==> src/rtl/bsg_tag_serial_tx.sv <==
// bsg_tag_serial_tx: bit-serial bsg_tag packet transmitter for a bsg_tag_master
// data/enable pair. Sends header+payload packets or a master-reset ones burst,
// always followed by a run of idle gap cycles.
// Optional build macro BSG_TAG_TX_ZERO_LEN_DROP_EN: zero-length data commands
// are accepted and discarded instead of being sent as header-only packets.
module bsg_tag_serial_tx #(
   parameter int els_p        = 16,
   parameter int lg_width_p   = 4,
   parameter int reset_ones_p = 32,
   parameter int gap_p        = 2,
   localparam int lg_els_lp   = (els_p > 1) ? $clog2(els_p) : 1,
   localparam int pay_w_lp    = (2 ** lg_width_p) - 1
) (
   input  logic                  clk_i,
   input  logic                  reset_n_i,
   input  logic                  v_i,
   output logic                  ready_o,
   input  logic                  master_reset_i,
   input  logic [lg_els_lp-1:0]  id_i,
   input  logic                  data_not_reset_i,
   input  logic [lg_width_p-1:0] len_i,
   input  logic [pay_w_lp-1:0]   payload_i,
   output logic                  tag_data_o,
   output logic                  tag_en_o
);

   localparam int hdr_len_lp = 2 + lg_els_lp + lg_width_p;
   localparam int max_a_lp   = (hdr_len_lp > pay_w_lp) ? hdr_len_lp : pay_w_lp;
   localparam int max_b_lp   = (reset_ones_p > gap_p) ? reset_ones_p : gap_p;
   localparam int max_cnt_lp = (max_a_lp > max_b_lp) ? max_a_lp : max_b_lp;
   localparam int cnt_w_lp   = $clog2(max_cnt_lp + 1);

   typedef enum logic [2:0] {
      IDLE = 3'd0,
      HDR  = 3'd1,
      PAY  = 3'd2,
      RST  = 3'd3,
      GAP  = 3'd4
   } state_e;

   state_e                 state;
   logic [cnt_w_lp-1:0]    cnt;
   logic [hdr_len_lp-1:0]  hdr_sr;
   logic [pay_w_lp-1:0]    pay_sr;
   logic [lg_width_p-1:0]  len_r;
   logic                   accept;
   logic                   drop_zero_len;

   // Ready is a pure function of state, held low while reset is asserted.
   assign ready_o = (state == IDLE) & reset_n_i;
   assign accept  = v_i & ready_o;

`ifdef BSG_TAG_TX_ZERO_LEN_DROP_EN
   assign drop_zero_len = ~master_reset_i & (len_i == '0);
`else
   assign drop_zero_len = 1'b0;
`endif

   // Command capture and serial shift registers; header is packed so bit 0 goes out first.
   always_ff @(posedge clk_i) begin
      if (accept) begin
         hdr_sr <= {len_i, data_not_reset_i, id_i, 1'b1};
         pay_sr <= payload_i;
         len_r  <= len_i;
      end else if (state == HDR) begin
         hdr_sr <= hdr_sr >> 1;
      end else if (state == PAY) begin
         pay_sr <= pay_sr >> 1;
      end
   end

   // Sequencing FSM with registered serial outputs, one bit per cycle.
   always_ff @(posedge clk_i or negedge reset_n_i) begin
      if (!reset_n_i) begin
         state      <= IDLE;
         cnt        <= '0;
         tag_data_o <= 1'b0;
         tag_en_o   <= 1'b0;
      end else begin
         case (state)
            IDLE: begin
               tag_data_o <= 1'b0;
               tag_en_o   <= 1'b0;
               cnt        <= '0;
               if (accept) begin
                  if (master_reset_i)     state <= RST;
                  else if (drop_zero_len) state <= GAP;
                  else                    state <= HDR;
               end
            end
            HDR: begin
               tag_data_o <= hdr_sr[0];
               tag_en_o   <= 1'b1;
               if (cnt == cnt_w_lp'(hdr_len_lp - 1)) begin
                  cnt   <= '0;
                  state <= (len_r != '0) ? PAY : GAP;
               end else begin
                  cnt <= cnt + 1'b1;
               end
            end
            PAY: begin
               tag_data_o <= pay_sr[0];
               tag_en_o   <= 1'b1;
               if ((cnt + 1'b1) == cnt_w_lp'(len_r)) begin
                  cnt   <= '0;
                  state <= GAP;
               end else begin
                  cnt <= cnt + 1'b1;
               end
            end
            RST: begin
               tag_data_o <= 1'b1;
               tag_en_o   <= 1'b1;
               if (cnt == cnt_w_lp'(reset_ones_p - 1)) begin
                  cnt   <= '0;
                  state <= GAP;
               end else begin
                  cnt <= cnt + 1'b1;
               end
            end
            GAP: begin
               tag_data_o <= 1'b0;
               tag_en_o   <= 1'b0;
               if (cnt == cnt_w_lp'(gap_p - 1)) begin
                  cnt   <= '0;
                  state <= IDLE;
               end else begin
                  cnt <= cnt + 1'b1;
               end
            end
            default: begin
               tag_data_o <= 1'b0;
               tag_en_o   <= 1'b0;
               cnt        <= '0;
               state      <= IDLE;
            end
         endcase
      end
   end

endmodule

==> config.mk <==
export PLATFORM = sky130hd
export DESIGN_NAME = bsg_tag_serial_tx
export DESIGN_NICKNAME = d
export VERILOG_FILES = /design/src/rtl/bsg_tag_serial_tx.sv
export SDC_FILE = /design/constraint.sdc
export NUM_CORES = 1
export LEC_CHECK = 0
export BUFFER_PORTS_ARGS = -buffer_cell sky130_fd_sc_hd__buf_4
export CORE_MARGIN = 1
export CORE_UTILIZATION = 40
export CTS_CLUSTER_SIZE = 14
export DETAILED_ROUTE_END_ITERATION = 12
export GPL_TIMING_DRIVEN = 0
export MAX_ROUTING_LAYER = met4
export REMOVE_ABC_BUFFERS = 1
export SLEW_MARGIN = 30
export SYNTH_ARGS = -nofsm -noshare
export SYNTH_HDL_FRONTEND = slang
export SYNTH_SLANG_ARGS = --single-unit
==> constraint.sdc <==
create_clock -name clk_i -period 1.75 [get_ports clk_i]
set_input_delay 0.525 -clock clk_i [delete_from_list [all_inputs] [get_ports clk_i]]
set_output_delay 0.525 -clock clk_i [all_outputs]
set_load 0.05 [all_outputs]
### Word-level counts from Yosys, hierarchy flattened

Index checks and enable logic that the tools add are counted.

* reduce and logical (&&, ||, !) cells: 7
* eq/ne operators: 14
* $add $sub $neg: 1
* bitwise gates (word level): 2
* muxes and demuxes: 20

Operator list (number)
* 15-bit two-way mux: 3
* 6-bit two-way mux: 4
* 6-bit one-hot mux with 4 select lines: 1
* 10-bit two-way mux: 2
* 3-bit two-way mux: 6
* 3-bit one-hot mux with 5 select lines: 1
* 2-bit != test, second input constant: 4
* 6-bit by 1-bit adder with 6-bit output, second input constant: 1
* 3-bit by 2-bit equality test with 1-bit output, second input constant: 2
* 6-bit by 1-bit equality test with 1-bit output, second input constant: 1
* 6-bit by 4-bit equality test with 1-bit output: 1
* 6-bit by 4-bit equality test with 1-bit output, second input constant: 1
* 6-bit by 5-bit equality test with 1-bit output, second input constant: 1
* 5-bit AND reduction: 1
* 2-bit by 1-bit != test with 1-bit output, second input constant: 2
* 2-bit nonzero test: 2
* 4-bit nonzero test: 1
* 3-bit by 1-bit equality test with 1-bit output, second input constant: 1
* 3-bit equality test, second input constant: 1
* 3-bit logical NOT: 1
* 1-bit one-hot mux with 3 select lines: 1
* 3-bit OR reduction: 1
* 1-bit AND: 2
* 2-bit two-way mux: 1
* 2 further kinds: 2

* output and inout port bits: 3
* input bits: 28
* flip-flop bits (word level): 40
* word-level logic and storage cells: 52

### Logic depth before layout (Yosys ltp)

* word-level depth: 5
* gate-level depth with buffers: 7
* mapped depth without buffers: 7

### Worst setup path after synthesis

OpenSTA, ideal clock, no wires.

* path type: reg2reg
* start: register state[2]
* end: register pay_sr[0] (enable)
* stages on the path, launching flop included: 6
* slack: -0.188 ns
* period minus slack after synthesis: 1.938 ns
* path buffers: 2
* data required time: 1.384 ns
* data arrival time: 1.572 ns
* path through: dfrtp_1 -> buf_4 -> nor3_1 -> nand3_2 -> clkbuf_1 -> nand2_1

* word-level cells in the longest chain between the ends: 5
* elaborated cells on any way between the ends: 8
* those cells by class: 3 x eq/ne; 2 x bitwise; 3 x reduce/logical

Ends and longest elaborated chain
* start, declared: RTL line 41 `state_e state;`
* start signal, assigned: RTL line 96 `state <= (len_r != '0) ? PAY : GAP;`
* 3-bit logical NOT: RTL line 50 `assign ready_o = (state == IDLE) & reset_n_i;`
* 1-bit AND: RTL line 50
* 1-bit AND: RTL line 51 `assign accept = v_i & ready_o;`
* 2-bit != test (no line) or 2-bit nonzero test (tied branches)
* 2-bit AND reduction (no line) *
* end signal, assigned: RTL line 63 `pay_sr <= payload_i;`
* end signal, assigned: RTL line 68 `pay_sr <= pay_sr >> 1;`
* end, declared: RTL line 44 `logic [pay_w_lp-1:0] pay_sr;`

Mark *: on every way between the ends. The rest lies on a longest branch, timed or not.
A chain may end at the register's enable or synchronous reset.

### Worst setup path after layout

* start: register state[2]
* end: output port ready_o

* word-level cells in the longest chain between the ends: 2

Ends and longest elaborated chain
* 3-bit logical NOT: RTL line 50
* 1-bit AND: RTL line 50
* end, declared: RTL line 17 `output logic ready_o,`

No other way between the ends.

==> run metrics <==
status finished, violations left; failing checks negative setup slack; H-Tree Depth 2; sequential-to-total area share from yosys stat 62.11%; mux cell area share after synthesis 0%; compound-gate portion of the synthesized area 11.15%; Critical R2R Launch cnt[1]$_DFF_PN0_; first-pass GRT wire length 6.023 mm; layout cells sized above 1 36.14%; Post-synth EDFFs 28; CP top delay family simple AND/OR/NAND/NOR gates; CTS max path bufs 2; Die Area 4848 sq um; synth cell count leaders 49 x nand2_1, 28 x edfxtp_1, 11 x dfrtp_1; critical-path cell with the highest stage delay dfrtp_2; Required @ worst endpoint 1220 ps; Yosys top cell area share 45.96%; CP Max Fanout 3; crit end category output pin; final instance area 2389 sq um; critical-path cell list nor3_4 > and2_4 > buf_8; Buf/Inv on CP 1; async set-or-reset flop fraction in the synthesized netlist 27.50%; Final Hold Viols 0; post-synthesis xor/xnor area fraction 4.788%; n_diodes 0; top post-synthesis cells by area edfxtp_1 46%, dfrtp_1 15%, nand2_1 10%; Synth Area in Adders 1.368%; Slew HR 74.82%; Worst-Skew Late Latency 290 ps; GPL Wtd Cong 0.8085; Yosys cell types 33; largest family of logic cells by synthesized area simple AND/OR/NAND/NOR gates; DR vias 1309; drt via density 5.154; Post-DP HPWL 2.217 mm; cell area after placement 2083 sq um; pin count of the biggest net entering global routing 31; Most used DFF post-synth edfxtp_1; die width 69.63 um; Final min period 1827 ps; fmax 0.5473 GHz; DRC violations left 0; post-synth top area cell edfxtp_1; Worst IR Drop VDD 0.5890 mV; CTS buffer count 5; DR WL/cell 13.96 um; clk_skew 6.775 ps; Worst-Margin Slew 374.3 ps; power density over the cells 1668 nW/um^2; vias in the first global route 1271; crit path launch type register; max cap viols 0; port buffer count 30; Routed WL 3.547 mm; reg2reg setup slack -60 ps; yosys warns 0; CTS sink count 40; max incr delay on CP 420 ps; height of the die 69.63 um; Clock transition at path regs 80 ps; I/O pin count 31; Tcrit/Tclk final 104.4%; mean post-synth cell area 11.50 sq um; Layout area overhead 30.57%; FP Rows 24; crit path DAT 1300 ps; fin worst setup slack -77.23 ps; Mapped Area 1829 sq um; Final setup viols 9; initial drt markers 53; clk root buf clkbuf_8; worst min path class input pin to async pin; core area 4384 sq um; count leader, synth nand2_1; post-route ant nets 0; hold slack 67.07 ps; pre-CTS setup slack -951.8 ps; total gr overflow 0; drt first pass iters 4; FF+latch count, synth 40; R2R depth 7; worst r2r dst state[1]$_DFFE_PN0P_; Leak 0.9935 nW; Pins Over Slew Limit 0; Cells after Synth 159; nets@finish 231; total track usage 16.44%; CTS tree built; CP Class register to output pin; RSZ-0062 raised after global routing yes; final core utilization 54.48%; antenna violations before repair 0; Synth Area in Simple Gates 18.19%; Starting Density 41.72%
==> layout make-up <==
cell class,instances,area (sq um)
Multi-Input combinational cell,110,711.9
Tap cell,52,65.06
Clock buffer,6,82.58
Fill cell,385,1996
Inverter,2,20.02
Sequential cell,40,1140
Timing Repair Buffer,42,335.3
Clock inverter,2,33.78
==> placed cells by master, fill, tap and decap left out, drive strengths merged <==
cell    Yosys  final
dfrtp      11     11
xor2        3      3
inv         1      1
a41oi       1      1
edfxtp     28     28
dfxtp       1      1
o211ai      2      2
nor2        7      7
o31ai       1      1
nor3        2      2
clkbuf      3      6
a41o        1      1
o21ai       3      3
or2         1      1
a22o        8      8
ha          2      2
nor3b       1      1
or3b        1      1
a21oi       8      8
clkinv      1      2
nor4        1      1
nand4b      1      1
xnor2       7      7
o31a        1      1
buf         4     42
and2        4      4
bufinv      0      1
or4b        1      1
a21boi      1      1
nand2      49     49
nand3       4      4
==> metal layers <==
metal | vias to the layer above | global-route usage, % | wire length, um
met5 | - | - | 0
met4 | 0 | 8.000 | 74
met3 | 8 | 3.779 | 142
met2 | 31 | 23.19 | 1620
met1 | 628 | 22.41 | 1709
li1 | 642 | - | -
==> timing repair <==
item                                    4_1_cts  5_1_grt
hold buffers                                  0        0
endpoints found under the setup margin       60       17
pin swaps                                     8        6
buffers inserted                              6        6
resized for setup                            22        2
==> worst max-delay path by stage <==
stage	endpoint	depth (start not counted)	start
2_1_floorplan	hdr_sr[1]$_DFFE_PP_	4	state[2]$_DFFE_PN0P_
3_3_place_gp	hdr_sr[6]$_DFFE_PP_	4	reset_n_i
3_5_place_dp	hdr_sr[9]$_DFFE_PP_	4	reset_n_i
4_1_cts	ready_o	3	state[0]$_DFFE_PN0P_
5_1_grt	state[1]$_DFFE_PN0P_	7	cnt[1]$_DFF_PN0_
6_report	ready_o	3	state[2]$_DFFE_PN0P_
==> stage by stage <==
step	cells	setup TNS, ps	total power [mW]
final	254	-454.7	3.984
after global routing	254	-986.6	4.241
after CTS	248	-498.6	3.968
after detailed placement	234	-34450	2.901
after global placement	234	-30160	2.845
after floorplan	152	-8190	2.561
==> logic make-up after synthesis <==
logic type                 Yosys count
DFF                                 40
and+or+nand+nor                     72
buffers and inverters                9
xor gates and xnor gates            10
adders and majority gates            2
AOI/OAI and AO/OA                   26
==> flip-flops by register name, summed over array words and instances, names as in the netlist <==
name	flops
cnt	6
hdr_sr	10
len_r	4
pay_sr	15
state	3
tag_data_o	1
tag_en_o	1
==> power breakdown <==
group | internal, mW | switching [mW] | total (mW) | leakage (nW)
Sequential | 1.52 | 0.146 | 1.66 | 0.414
Clock | 0.459 | 0.321 | 0.780 | 0.0588
Combinational | 0.649 | 0.890 | 1.54 | 0.520
(Power assumes the default switching activity.)
